[config.mk]
export PLATFORM = sky130hd
export DESIGN_NAME = mem_requester
export DESIGN_NICKNAME = d
export VERILOG_FILES = /design/src/rtl/mem_req_pkg.sv /design/src/rtl/mem_lane_align.sv /design/src/rtl/mem_requester.sv
export SDC_FILE = /design/constraint.sdc
export NUM_CORES = 1
export LEC_CHECK = 0
export ABC_AREA = 0
export CAP_MARGIN = 15
export CORE_MARGIN = 2
export CORE_UTILIZATION = 44
export DETAILED_ROUTE_END_ITERATION = 10
export GPL_TIMING_DRIVEN = 0
export PLACE_DENSITY = 0.87
export SYNTH_ARGS = -nofsm -noshare
export SYNTH_HDL_FRONTEND = slang
export SYNTH_HIERARCHICAL = 1
export SYNTH_SLANG_ARGS = --single-unit
export TNS_END_PERCENT = 20
[constraint.sdc]
create_clock -name clk -period 2.18 [get_ports clk]
set_input_delay 0.654 -clock clk [delete_from_list [all_inputs] [get_ports clk]]
set_output_delay 0.654 -clock clk [all_outputs]
set_load 0.1 [all_outputs]
[src/rtl/mem_req_pkg.sv]
// mem_req_pkg: shared state encoding, lane-enable constants and counter sizing for mem_requester.
package mem_req_pkg;
  typedef enum logic [1:0] {IDLE, ACCESS, RESPOND} state_t;
  localparam logic [1:0] BE_WORD = 2'b11;
  localparam logic [1:0] BE_LO = 2'b01;
  localparam logic [1:0] BE_HI = 2'b10;
  function automatic int cnt_width(input int timeout_cycles);
    return $clog2(timeout_cycles + 1);
  endfunction
endpackage

[src/rtl/mem_lane_align.sv]
// mem_lane_align: byte-lane steering for stores and lane extraction/extension for loads.
module mem_lane_align
  import mem_req_pkg::*;
(
  input  logic        addr0,
  input  logic        byte_acc,
  input  logic        sign_ext,
  input  logic [15:0] wdata,
  input  logic [15:0] rdata,
  output logic [1:0]  byte_enable,
  output logic [15:0] aligned_wdata,
  output logic [15:0] load_data
);
  logic [7:0] lane;
  always_comb begin
    byte_enable = byte_acc ? (addr0 ? BE_HI : BE_LO) : BE_WORD;
    aligned_wdata = byte_acc ? {2{wdata[7:0]}} : wdata;
    lane = addr0 ? rdata[15:8] : rdata[7:0];
    load_data = byte_acc ? {{8{sign_ext & lane[7]}}, lane} : rdata;
  end
endmodule

[src/rtl/mem_requester.sv]
// mem_requester: single-outstanding initiator for the 16-bit byte-enabled memory bus.
module mem_requester
  import mem_req_pkg::*;
#(
  parameter int TIMEOUT_CYCLES = 255
) (
  input  logic        clk,
  input  logic        rst,
  input  logic        req_valid,
  output logic        req_ready,
  input  logic        req_write,
  input  logic        req_byte,
  input  logic        req_signed,
  input  logic [15:0] req_addr,
  input  logic [15:0] req_wdata,
  output logic        rsp_valid,
  output logic        rsp_error,
  output logic [15:0] rsp_rdata,
  output logic        mem_read,
  output logic        mem_write,
  output logic [1:0]  mem_byte_enable,
  output logic [15:0] mem_address,
  output logic [15:0] mem_wdata,
  input  logic        mem_resp,
  input  logic [15:0] mem_rdata
);
  localparam int CW = cnt_width(TIMEOUT_CYCLES);
  state_t state, state_n;
  logic [CW-1:0] cnt;
  logic lat_write, lat_byte, lat_signed, lat_addr0;
  logic sel_addr0, sel_byte, misaligned, timeout;
  logic [1:0] be;
  logic [15:0] al_wdata, ld_data;
  // One aligner serves both directions: store steering only matters while
  // accepting in IDLE, load extraction only while waiting in ACCESS.
  mem_lane_align u_align (
    .addr0        (sel_addr0),
    .byte_acc     (sel_byte),
    .sign_ext     (lat_signed),
    .wdata        (req_wdata),
    .rdata        (mem_rdata),
    .byte_enable  (be),
    .aligned_wdata(al_wdata),
    .load_data    (ld_data)
  );
  always_comb begin
    req_ready = state == IDLE;
    misaligned = !req_byte && req_addr[0];
    timeout = cnt + CW'(1) == CW'(TIMEOUT_CYCLES);
    sel_addr0 = req_ready ? req_addr[0] : lat_addr0;
    sel_byte = req_ready ? req_byte : lat_byte;
    state_n = state == IDLE ? (req_valid ? (misaligned ? RESPOND : ACCESS) : IDLE)
            : state == ACCESS ? ((mem_resp || timeout) ? RESPOND : ACCESS)
            : IDLE;
  end
  always_ff @(posedge clk) state <= rst ? IDLE : state_n;
  always_ff @(posedge clk) begin
    if (rst) begin
      cnt <= '0;
      {lat_write, lat_byte, lat_signed, lat_addr0} <= '0;
      {mem_read, mem_write, mem_byte_enable, mem_address, mem_wdata} <= '0;
      {rsp_valid, rsp_error, rsp_rdata} <= '0;
    end else begin
      rsp_valid <= 1'b0;
      if (state == IDLE && req_valid) begin
        {lat_write, lat_byte, lat_signed, lat_addr0} <= {req_write, req_byte, req_signed, req_addr[0]};
        cnt <= '0;
        if (misaligned) begin
          {rsp_valid, rsp_error, rsp_rdata} <= {2'b11, 16'h0};
        end else begin
          mem_read <= !req_write;
          mem_write <= req_write;
          mem_address <= {req_addr[15:1], 1'b0};
          mem_byte_enable <= be;
          mem_wdata <= al_wdata;
        end
      end
      if (state == ACCESS) begin
        cnt <= cnt + CW'(1);
        // A response arriving on the timeout edge takes priority over the abort.
        if (mem_resp || timeout) begin
          {mem_read, mem_write} <= 2'b00;
          rsp_valid <= 1'b1;
          rsp_error <= !mem_resp;
          rsp_rdata <= (mem_resp && !lat_write) ? ld_data : 16'h0;
        end
      end
    end
  end
endmodule

==> Word level (Yosys, flattened, before mapping) <==
Index checks and enable logic that the tools add are counted.
{ "word_totals": {"reg_bits": 67, "word_cells": 65, "input_bits": 55} }
{ "op_classes": {"n_addsub": 1, "reduce_logical": 11, "n_eq_ne": 2, "n_mux": 35, "bitwise_logic": 2} }
{ "op_table": {"columns": ["operator", "count"], "rows": [
  ["$mux W16", 7],
  ["$mux W8", 3],
  ["$mux W1", 18],
  ["$mux W2", 7],
  ["$add A8 B1 Y8 const B", 1],
  ["$eq A8 B8 Y1 const B", 1],
  ["$logic_not A1 Y1", 4],
  ["$logic_and A1 B1 Y1", 3],
  ["$eq A2 B1 Y1 const B", 1],
  ["$logic_not A2 Y1", 1],
  ["$reduce_and A2 Y1", 1],
  ["$reduce_bool A2 Y1", 1],
  ["$and A1 B1 Y1", 1],
  ["$logic_or A1 B1 Y1", 1],
  ["$not A1 Y1", 1]
]} }

==> Longest topological paths before layout <==
{ "logic_depth": {"word_depth": 8, "mapped_depth": 8, "mapped_depth_nobuf": 6} }

==> Hierarchy <==
The synthesis kept the hierarchy.
{ "modules_own_cells": {"columns": ["module", "cells_each", "n_inst", "area_each_um2", "seq_area_each_um2"], "rows": [
  ["mem_requester", 291, 1, 2556.2, 1341.3],
  ["mem_lane_align", 48, 1, 386.6, 0.0]
]} }

==> Worst setup path before layout <==
No wires, ideal clock.
{ "synth_timing": {"path_type": "reg-to-reg", "startpoint": "reg state[0]", "endpoint": "reg rsp_rdata[5]", "path_buffers": 1, "required_time_ns": 2.063, "synth_period_minus_slack_ns": 3.019, "stages_incl_launch_ff": 7, "setup_slack_ns": -0.839, "t_arrival_ns": 2.902, "setup_ns": 0.117, "path_cell_list": "dfxtp_1 > nor2_1 > mux2_2 > buf_6 > nand2_4 > mux2_2 > a32o_1"} }
{ "synth_between": {"elab_cells_between_ends": 11} }
{ "synth_rtl": {"columns": ["element", "line", "rtl"], "rows": [
  ["start: declaration", "mem_requester.sv:28", "state_t state, state_n;"],
  ["start signal: assignment", "mem_requester.sv:56", "always_ff @(posedge clk) state <= rst ? IDLE : state_n;"],
  ["$logic_not A2 Y1", "mem_requester.sv:47", "req_ready = state == IDLE;"],
  ["named net req_ready", "mem_requester.sv:10", "output logic req_ready,"],
  ["$mux W1", "mem_requester.sv:51", "sel_byte = req_ready ? req_byte : lat_byte;"],
  ["named net sel_byte", "mem_requester.sv:31", "logic sel_addr0, sel_byte, misaligned, timeout;"],
  ["$mux W16", "mem_lane_align.sv:19", "load_data = byte_acc ? {{8{sign_ext & lane[7]}}, lane} : rdata;"],
  ["named net ld_data[5]", "mem_requester.sv:33", "logic [15:0] al_wdata, ld_data;"],
  ["$mux W16", "mem_requester.sv:85", "rsp_rdata <= (mem_resp && !lat_write) ? ld_data : 16'h0;"],
  ["$mux W16", "mem_requester.sv:81", "if (mem_resp || timeout) begin"],
  ["$mux W16", "mem_requester.sv:78", "if (state == ACCESS) begin"],
  ["end signal: assignment", "mem_requester.sv:69", "{rsp_valid, rsp_error, rsp_rdata} <= {2'b11, 16'h0};"],
  ["end signal: assignment", "mem_requester.sv:85", null],
  ["end: declaration", "mem_requester.sv:18", "output logic [15:0] rsp_rdata,"]
]} }
The timed path passes the listed nets, and every way through them passes these cells.
A chain may end at the register's enable or synchronous reset.

==> Worst setup path after layout <==
{ "layout_timing": {"startpoint": "reg mem_wdata[15]", "endpoint": "out mem_wdata[15]"} }
{ "layout_rtl": {"columns": ["element", "line", "rtl"], "rows": [
  ["start: declaration", "mem_requester.sv:23", "output logic [15:0] mem_wdata,"],
  ["start signal: assignment", "mem_requester.sv:75", "mem_wdata <= al_wdata;"]
]} }
No word-level cell between the ends.

==> impl_metrics.csv <==
group,metric,value,unit
run_status,status,"finished, violations left",
run_status,violations,"design-rule violations",
sta,min_period_over_period,0.9856,
clock_network,clock_path_buffers,2,
synth,synth-seq-cells,67,
grt,antenna_found_initial,0,
power_and_ir_drop,switching_share,0.3264,
grt,grt_max_degree,13,
sta,fin_ws,0.03138,ns
synth,yosys.area.top_type,"dfxtp_1",
cells_and_area,antenna_cells,0,
synth,synth_ff_type,"dfxtp_1",
critical_path,path_buf_inv,1,
sta,tns,0,ns
synth,synth_area,2943,sq um
floorplanning,dieArea,7358,sq um
synth,synth.distinct_cells,41,
power_and_ir_drop,p_int,2454,uW
sta,maxSlewHeadroom,0.3675,
min_path,hold_class,"flop to flop",
critical_path,critPathLaunchType,"flop",
sta,max_freq,465.4,MHz
power_and_ir_drop,pwr_density_cell,840.5,nW/um^2
critical_path,crit_path_top_delay_cell,"clkdlybuf4s15_1",
sta,slew_viol_final,0,
placed_design,dp_hpwl,5859,microns
sta,tightest_slew,0.9525,ns
placed_design,gp_congestion,0.8429,
critical_path,critPathTopFamily,"buffers and inverters",
synth,synth_top_area_frac,0.4558,
critical_path,critPathArrivalTime,1.49,ns
routing,dr.pass1.iters,7,
power_and_ir_drop,peakVddDrop,0.0004887,V
floorplanning,ios,110,
grt,gr-usage-all-layers,0.2242,
synth,synth.top_cells.by_area,"dfxtp_1 46%, nand2_1 10%, a21oi_1 7.5%, mux2_2 6.9%, a32o_1 5.4%",
sta,timing.final.crit_period,2.149,ns
clock_network,worstSkewPairLatency,0.34,ns
sta,hold_viol_final,0,
critical_path,end_kind,"output port",
synth,synthArstFlopShare,0,
synth,yosysWarnings,6,
run,cap_violations,0,
floorplanning,rows,29,
cells_and_area,final_layout_size_suffix_gt1_frac,0.2484,
routing,wl_per_cell,15.04,microns
critical_path,cp_cell_sequence,"clkdlybuf4s15_1",
clock_network,cts_tree,"built",
clock_network,cts_root_buffer,"clkbuf_8",
grt,first_global_vias,2857,
cells_and_area,final_cells,540,
critical_path,worstPathRequired,1.53,ns
synth,syn_area_per_cell,8.681,sq um
sta,holdWs,0.4564,ns
power_and_ir_drop,p_seq_frac,0.364,
sta,setup_viol,0,
clock_network,cts_buffers,9,
cells_and_area,final_common_cell,"nand2_1",
routing,ant_nets,0,
synth,synth_fp_nets,396,
synth,seq_area_frac_synth,0.4558,
clock_network,hold_buffers,0,
power_and_ir_drop,switchingPower,1190,uW
power_and_ir_drop,combinationalPowerShare,0.260,
power_and_ir_drop,power,3644,uW
sta,skew,0.01233,ns
floorplanning,core_area,6422,sq um
grt,grt_pass1_wl,13000,microns
clock_network,cts.sink_count,67,
placed_design,placed_cells,524,
floorplanning,die-width,85.78,microns
power_and_ir_drop,leakagePower,0.001731,uW
grt,grt_overflow,0,
cells_and_area,final_cell_mix,"80 x nand2_1, 67 x dfxtp_1, 52 x clkdlybuf4s50_1",
critical_path,crit_fanout,2,
routing,drc_errors,10,
routing,vias,2824,
synth,synth_cells,339,
routing,via_per_inst,5.230,
cells_and_area,finalNetCount,515,
clock_network,h-tree-depth,3,
placed_design,place_ws,-0.5868,ns
routing,wirelength,8121,microns
floorplanning,start_util,0.4582,
routing,drtIter0Drc,123,
power_and_ir_drop,p_clk_frac,0.376,
synth,synth_edf_count,0,
cells_and_area,syn_to_final_growth,47.32,%
placed_design,portBuffers,108,
clock_network,clkTransAtPathRegs,0.07,ns
floorplanning,die_h,85.78,microns
critical_path,slowest_delay,0.83,ns
critical_path,worstSetupPathType,"flop to output port",
-- final timing paths --
path                    from              end  slack [ns]  cells past startpoint
max            mem_wdata[15]    mem_wdata[15]        0.03                      1
max reg2reg           cnt[1]    rsp_rdata[12]        0.16                      7
min          mem_address[11]  mem_address[11]        0.46                      2
min reg2reg  mem_address[11]  mem_address[11]        0.46                      2
-- sequential cells by signal (all words and copies together), names as in the netlist --
signal	flops
cnt	8
lat_addr0	1
lat_byte	1
lat_signed	1
lat_write	1
mem_address	15
mem_byte_enable	2
mem_read	1
mem_wdata	16
mem_write	1
rsp_error	1
rsp_rdata	16
rsp_valid	1
state	2
-- through the flow --
step,instance area (sq um),util
5_1_grt,4335,0.6750
3_3_place_gp,4128,0.6427
3_5_place_dp,4128,0.6427
6_report,4335,0.6750
2_1_floorplan,2950,-
4_1_cts,4443,0.6918
-- synthesized netlist by cell type (3+ instances only) --
library cell,instances
a21oi_1,44
a32o_1,16
buf_2,8
buf_4,9
buf_6,4
clkbuf_1,8
dfxtp_1,67
inv_1,12
mux2_2,18
mux2i_1,3
nand2_1,80
nand3_1,4
nor2_1,13
nor2b_1,3
nor3_1,3
o21ai_0,5
o22ai_1,8
o31a_1,3
-- per-layer routing --
metal / global-route usage / vias to the layer above / wire length (microns)
li1: - / 1403 / -
met1: 0.2536 / 1311 / 3393
met2: 0.3949 / 104 / 3958
met3: 0.07411 / 6 / 700
met4: 0.07792 / 0 / 68
met5: 0 / - / 0
-- power by group through the flow --
| stage | clock network (uW) | registers, uW | logic, uW |
|---|---|---|---|
| after CTS | 1390 | 1330 | 957 |
| after floorplan | 0 | 1740 | 294 |
| after global routing | 1450 | 1330 | 996 |
| final | 1370 | 1330 | 947 |
| after detailed placement | 0 | 1350 | 970 |
| after global placement | 0 | 1350 | 957 |
-- worst register-to-register path, stage by stage (launching register included) --
cell and delay, ns:
dfxtp_1 0.41, ha_1 0.18, nand3_1 0.07, or2_1 0.24, or4_4 0.49, buf_6 0.16
buf_8 0.14, a32o_1 0.24
-- cell families (layout without fill, tap and decap cells) --
logic type,after synthesis,count (layout),share of synthesized area
and+or+nand+nor,119,119,0.1807
AOI/OAI and AO/OA,85,85,0.1862
other,1,1,0.001274
buffers and inverters,42,166,0.08248
DFF,67,67,0.4558
xor gates and xnor gates,2,2,0.005953
muxes,21,21,0.07908
adders and majority gates,2,2,0.008502
-- final cells by class --
type	instances	area, sq um
well taps	77	96.34
multi-input cells	230	1376
repair buffers	108	1001
fillers	519	2087
plain buffers	30	210.2
clock inverters	6	137.6
clock buffers	10	127.6
flip-flops and latches	67	1341
inverters	12	45.04
-- repair_timing --
item | CTS | global route
endpoints found under the setup margin | 103 | 56
resized for setup | 140 | 31
pin swaps | 0 | 0
setup buffers | 0 | 0
Note: power is estimated with default switching activity, not from simulation.
